===== src/rtl/border_feed_ctrl.sv =====
// rtl/border_feed_ctrl.sv - row-border load-enable sequencer with diagonal skew
module border_feed_ctrl #(
  parameter int ROWS  = 4,
  parameter int CYC_W = 8,
  parameter int DEP_W = 8
) (
  input  logic             clk,
  input  logic             rst_n,
  input  logic             start,
  input  logic [CYC_W-1:0] cfg_cycles,
  input  logic [DEP_W-1:0] cfg_depth,
  input  logic             stall,
  output logic             rd_req,
  output logic [ROWS-1:0]  row_en,
  output logic [ROWS-1:0]  row_clr,
  output logic             busy,
  output logic             done
);

  // Drain lasts ROWS-1 cycles, so the counter only needs to reach ROWS-2.
  localparam int DRW = (ROWS > 2) ? $clog2(ROWS - 1) : 1;
  localparam logic [DRW-1:0] DRAIN_LAST = DRW'((ROWS > 1) ? (ROWS - 2) : 0);

  typedef enum logic [2:0] {
    S_IDLE  = 3'd0,
    S_CLR   = 3'd1,
    S_FEED  = 3'd2,
    S_DRAIN = 3'd3,
    S_DONE  = 3'd4
  } state_t;

  state_t           r_state;
  state_t           w_next;
  logic [CYC_W-1:0] r_len;
  logic [DEP_W-1:0] r_depth;
  logic [CYC_W-1:0] r_cyc;
  logic [DEP_W-1:0] r_elem;
  logic [DRW-1:0]   r_drain;

  logic             w_run;
  logic             w_base_en;
  logic             w_cyc_last;
  logic             w_elem_last;
  logic [ROWS-1:0]  w_taps;

  assign w_run       = (r_state == S_FEED) || (r_state == S_DRAIN);
  assign w_cyc_last  = (r_cyc == r_len - CYC_W'(1));
  assign w_elem_last = (r_elem == r_depth - DEP_W'(1));
  assign w_base_en   = (r_state == S_FEED) && (r_cyc == '0) && !stall;

  // Skew pipeline: tap r carries base_en delayed by r non-stalled cycles.
  generate
    if (ROWS > 1) begin : g_skew
      logic [ROWS-2:0] r_skew;

      assign w_taps = {r_skew, w_base_en};

      // Shift only on non-stalled run cycles; CLR guarantees an empty pipe.
      always_ff @(posedge clk or negedge rst_n) begin
        if (!rst_n) begin
          r_skew <= '0;
        end else if (r_state == S_CLR) begin
          r_skew <= '0;
        end else if (w_run && !stall) begin
          r_skew <= w_taps[ROWS-2:0];
        end
      end
    end else begin : g_noskew
      assign w_taps = w_base_en;
    end
  endgenerate

  // State register.
  always_ff @(posedge clk or negedge rst_n) begin
    if (!rst_n) begin
      r_state <= S_IDLE;
    end else begin
      r_state <= w_next;
    end
  end

  // Configuration latch and cycle/element/drain counters; all hold while stalled.
  always_ff @(posedge clk or negedge rst_n) begin
    if (!rst_n) begin
      r_len   <= '0;
      r_depth <= '0;
      r_cyc   <= '0;
      r_elem  <= '0;
      r_drain <= '0;
    end else begin
      case (r_state)
        S_IDLE: begin
          if (start) begin
            r_len   <= (cfg_cycles == '0) ? CYC_W'(1) : cfg_cycles;
            r_depth <= cfg_depth;
          end
        end
        S_CLR: begin
          r_cyc   <= '0;
          r_elem  <= '0;
          r_drain <= '0;
        end
        S_FEED: begin
          if (!stall) begin
            if (w_cyc_last) begin
              r_cyc  <= '0;
              r_elem <= r_elem + DEP_W'(1);
            end else begin
              r_cyc <= r_cyc + CYC_W'(1);
            end
          end
        end
        S_DRAIN: begin
          if (!stall) begin
            r_drain <= r_drain + DRW'(1);
          end
        end
        default: begin
        end
      endcase
    end
  end

  // Next-state and output decode.
  always_comb begin
    w_next  = r_state;
    rd_req  = 1'b0;
    row_en  = '0;
    row_clr = '0;
    busy    = 1'b0;
    done    = 1'b0;
    case (r_state)
      S_IDLE: begin
        if (start) begin
          w_next = S_CLR;
        end
      end
      S_CLR: begin
        busy    = 1'b1;
        row_clr = '1;
        w_next  = (r_depth != '0) ? S_FEED : S_DONE;
      end
      S_FEED: begin
        busy   = 1'b1;
        rd_req = w_base_en;
        if (!stall) begin
          row_en = w_taps;
          if (w_cyc_last && w_elem_last) begin
            w_next = (ROWS > 1) ? S_DRAIN : S_DONE;
          end
        end
      end
      S_DRAIN: begin
        busy = 1'b1;
        if (!stall) begin
          row_en = w_taps;
          if (r_drain == DRAIN_LAST) begin
            w_next = S_DONE;
          end
        end
      end
      S_DONE: begin
        busy   = 1'b1;
        done   = 1'b1;
        w_next = S_IDLE;
      end
      default: begin
        w_next = S_IDLE;
      end
    endcase
  end

endmodule


===== config.mk =====
export PLATFORM = sky130hd
export DESIGN_NAME = border_feed_ctrl
export DESIGN_NICKNAME = d
export VERILOG_FILES = /design/src/rtl/border_feed_ctrl.sv
export SDC_FILE = /design/constraint.sdc
export NUM_CORES = 1
export LEC_CHECK = 0
export BUFFER_PORTS_ARGS = -buffer_cell sky130_fd_sc_hd__buf_2
export CAP_MARGIN = 15
export CORE_MARGIN = 3
export CORE_UTILIZATION = 40
export DETAILED_ROUTE_END_ITERATION = 10
export GPL_ROUTABILITY_DRIVEN = 0
export SLEW_MARGIN = 30
export SYNTH_ARGS = -nofsm -noshare
export SYNTH_HDL_FRONTEND = slang
export SYNTH_SLANG_ARGS = --single-unit
export TNS_END_PERCENT = 100

===== constraint.sdc =====
create_clock -name clk -period 3.15 [get_ports clk]
set_input_delay 0.315 -clock clk [delete_from_list [all_inputs] [get_ports clk]]
set_output_delay 0.315 -clock clk [all_outputs]
set_load 0.02 [all_outputs]

* Word level (Yosys, flattened, before mapping) *
Index checks and enable logic that the tools add are counted.

operators by class
  $add $sub $neg = 5
  eq/ne operators = 13
  muxes and demuxes = 24
  reduce and logical (&&, ||, !) cells = 20

operators with widths
  kind                                                                      count
  8-bit 2-to-1 mux                                                          5
  8-bit one-hot mux with 2 select lines                                     2
  3-bit 2-to-1 mux                                                          8
  8-bit by 1-bit adder with 8-bit output (second input constant)            2
  8-bit == test                                                             2
  8-bit logical NOT                                                         2
  8-bit by 1-bit subtractor with 8-bit output (second input constant)       2
  4-bit 2-to-1 mux                                                          3
  3-bit one-hot mux with 4 select lines                                     1
  2-bit inequality test (second input constant)                             4
  8-bit nonzero test                                                        1
  3-bit by 2-bit == test with 1-bit output (second input constant)          2
  2-bit AND reduction                                                       3
  2-bit nonzero test                                                        3
  5-bit AND reduction                                                       1
  1-bit logical AND                                                         4
  2-bit by 1-bit inequality test with 1-bit output (second input constant)  2
  2-bit one-hot mux with 2 select lines                                     1
  4-bit OR reduction                                                        1
  3-bit by 1-bit == test with 1-bit output (second input constant)          1
  3-bit == test (second input constant)                                     1
  3-bit logical NOT                                                         1
  1-bit 2-to-1 mux                                                          3
  3-bit AND reduction                                                       1
  other kinds (6)                                                           6

word-level totals
  bits in registers = 40
  input port bits = 20
  output and inout bits = 11
  logic and storage cells = 69

* Depth between registers and ports, before layout *
  word-level depth = 6
  depth in mapped cells = 8
  gate-level depth less buffers = 8

* Worst setup path after synthesis *
OpenSTA, ideal clock, no wires.

  kind = flip-flop to flip-flop
  start = register r_len[0]
  end = register r_elem[0]
  library setup time = 125 ps
  data arrival time = 2283 ps
  path slack = 742 ps
  stages on the path, launching flop included = 9
  period minus slack after synthesis = 2408 ps
  cells stage by stage = dfrtp_1 -> inv_1 -> ha_1 -> or3b_2 -> nor3_1 -> xnor2_1 -> a31oi_2 -> nor3_4 -> mux2_4

on the way
  cells in the longest elaborated chain, start to end = 4

RTL lines
  what                                         line  source
  start, declared                              34    logic [CYC_W-1:0] r_len;
  start signal, assigned                       94    r_len <= (cfg_cycles == '0) ? CYC_W'(1) : cfg_cycles;
  8-bit by 1-bit subtractor with 8-bit output  47    assign w_cyc_last = (r_cyc == r_len - CYC_W'(1));
  8-bit == test                                47
  2-bit inequality test (no source line)       n/a
  3-bit AND reduction (no source line)         n/a
  end signal, assigned                         107   r_elem <= r_elem + DEP_W'(1);
  end, declared                                37    logic [DEP_W-1:0] r_elem;

Every way passes these cells.
A chain may end at the register's enable or synchronous reset.

* Worst setup path after layout *
Ends and elaborated chain as after synthesis.

==> metrics.csv <==
metric;value;unit
status;finished, violations left;
violations;negative hold slack;
start_kind;flop;
drive_gt1_share;22.1;%
met3_usage;2.72;%
grt_usage;15.1;%
intPower;1.51;mW
yosysSeqAreaShare;39.9;%
worst_hold_path_type;input pin to async pin;
final.setup.tns;0;ns
synthFlopType;dfrtp_1;
holdBufCountCts;0;
via_per_inst;5.27;
cts_max_level;2;
slew_headroom;50.0;%
p_comb_share;46.9;%
p_clk_share;17.3;%
synth-simple-area-share;24.5;%
clock_sinks;40;
ios;31;
maxClockFrequency;383;MHz
post-cts-setup-buffer-count;0;
rr_worst_depth;8;
grt_max_degree;41;
cpLargestDelayFamily;simple AND/OR/NAND/NOR gates;
synth_area_leaders;dfrtp_1 (40%), xnor2_1 (7.0%), mux2_2 (4.5%);
die-area;7250;µm²
num_antenna_cells;0;
period_needed;2.61;ns
num_rows;28;
cts_buffers;5;
r2r_slack;0.54;ns
dr.pass1.iters;4;
cellPowerDensity;913;nW/µm²
die_y;85.2;µm
cts_buffer_depth;2;
vias;1923;
start_util;41.9;%
crit_required;3.34;ns
synth-seq-cells;40;
grt_pass1_wl;8.83;mm
rr_endpoint;r_elem[0];
p_sw;1.09;mW
hold_viol;22;
r2r-start;r_len[0];
synth_cell_types;47;
synth_top_family_by_area;simple AND/OR/NAND/NOR gates;
syn_inst;262;
finalInstanceArea;2840;µm²
area_delta_synth_final;13.2;%
cp.buffers_inverters;1;
postRouteAntennaNets;0;
cap_viol_max_count;0;
syn_area_per_cell;9.57;µm²
synth_xor_area_share;9.43;%
irDropWorstVdd;0.000360;V
clk_pin_slew;0.09;ns
power_frac_seq;35.8;%
avgRoutedWirePerCell;14.1;µm
finalClockSkew;0.00955;ns
final_cells;365;
critical_path_peak_fanout;8;
grt_pass1_vias;1889;
synth_area;2510;µm²
overflow;0;
power;2.59;mW
cts_tree;done;
synth_commonest_cells;dfrtp_1 (40), nand2_1 (20), nor2_1 (20), xnor2_1 (20), inv_1 (15);
grt_antenna_before_repair;0;
hpwl;3.76;mm
place_area;2720;µm²
cts_resized;0;
worst_pin_slew;0.748;ns
yosysWarnings;0;
cp.arrival;2.80;ns
root_buffer;clkbuf_8;
holdWs;-0.0146;ns
path_class;flop to flop;
yosysMostFrequentCell;dfrtp_1;
io_buffers;30;
dpl.cell_count;357;
clock_latency;0.30;ns
drt_iter0_drc;77;
synth_nets;289;
worstSetupEndpointType;flop;
p_leak;1.27;nW
slowest_delay;0.46;ns
wl;5.13;mm
busiest_layer;met2;
synth_top_cell_area_share;39.9;%
swShare;41.9;%
synth_edf_count;0;
remaining_drc_errors;0;
synth_fa_ha_area_share;3.49;%
grtUsageMet2;23.4;%
grt_use_met1;21.0;%
die_w;85.2;µm
synthArstFlopShare;100;%
drv_slew;0;
synth_compound_area_share;9.68;%
crit_chain;inv_1 > ha_1 > or3b_2 > nor3_1 > xnor2_1 > a31oi_2 > nor3_4 > mux2_4;
slowest_stage;or3b_2;
setup_viol;0;
synthMuxAreaShare;8.48;%
finalCritPeriodShare;82.8;%
yosysTopAreaCell;dfrtp_1;
layout.nets;316;
rsz0062_at_grt;false;
coreArea;5990;µm²
==> cells in the final DEF, fill, tap and decap left out, types with 3 or more instances in the layout <==
cell type / count
a21o_1: 4
a21oi_1: 3
a22o_1: 4
and2_1: 5
and3_1: 4
buf_2: 29
buf_4: 3
clkbuf_8: 6
dfrtp_1: 40
ha_1: 7
inv_1: 15
mux2_2: 10
mux2i_1: 7
nand2_1: 20
nand2b_1: 9
nand3_1: 7
nor2_1: 20
nor2b_1: 3
nor3_1: 11
nor3b_1: 3
nor4_1: 8
o21ai_0: 9
xnor2_1: 20
xor2_1: 7
==> cells by family after synthesis <==
group           count (synthesis)
compound gates                 34
xor+xnor                       27
fa+ha+maj                       7
buf+inv                        27
flops                          40
mux                            19
simple gates                  108
==> worst max path at each step <==
| stage | startpoint | endpoint | slack, ns | depth (start not counted) |
|---|---|---|---|---|
| finish | r_len[0] | r_elem[0] | 0.54 | 8 |
| global route | r_len[0] | r_elem[0] | 0.36 | 8 |
| CTS | r_len[0] | r_elem[0] | 0.54 | 8 |
| detailed placement | r_len[0] | r_elem[0] | 0.56 | 8 |
| global placement | r_len[0] | r_elem[1] | 0.62 | 8 |
| floorplan | r_len[0] | r_elem[0] | 0.74 | 8 |
==> power groups by stage <==
stage	logic (mW)	clock network [mW]	registers [mW]
after detailed placement	1.22	0	0.937
final	1.22	0.448	0.928
after CTS	1.23	0.460	0.928
after global routing	1.38	0.476	0.966
after global placement	1.20	0	0.934
after floorplan	1.04	0	0.841
==> per-layer routing <==
metal,vias to the layer above,wire [µm],part of all wire (%)
li1,967,-,-
met1,918,2520,49
met2,30,2350,46
met3,8,176,3.4
met4,0,79,1.5
met5,-,0,0
==> metrics by stage <==
stage	worst slack (ns)	hold slack, ns	utilization (%)
2_1_floorplan	0.742	0.0194	-
3_3_place_gp	0.624	0.491	45.3
3_5_place_dp	0.558	0.506	45.3
4_1_cts	0.540	0.188	47.3
5_1_grt	0.360	0.0238	47.4
6_report	0.541	-0.0146	47.4
==> cell type report <==
cell class                 instances  area, µm²
tap                               75       93.8
timing repair buffer              32        168
sequential                        40       1000
clock buffer                       6       82.6
fill                             582       3150
inverter                          15       56.3
multi-input combinational        195       1400
clock inverter                     2       38.8
==> registers in the layout, summed over array words and instances, names as in the netlist <==
register / cells
r_len: 8
r_depth: 8
r_drain: 2
r_elem: 8
g_skew.r_skew: 3
r_cyc: 8
r_state: 3
Power figures use the tool's default switching activity.
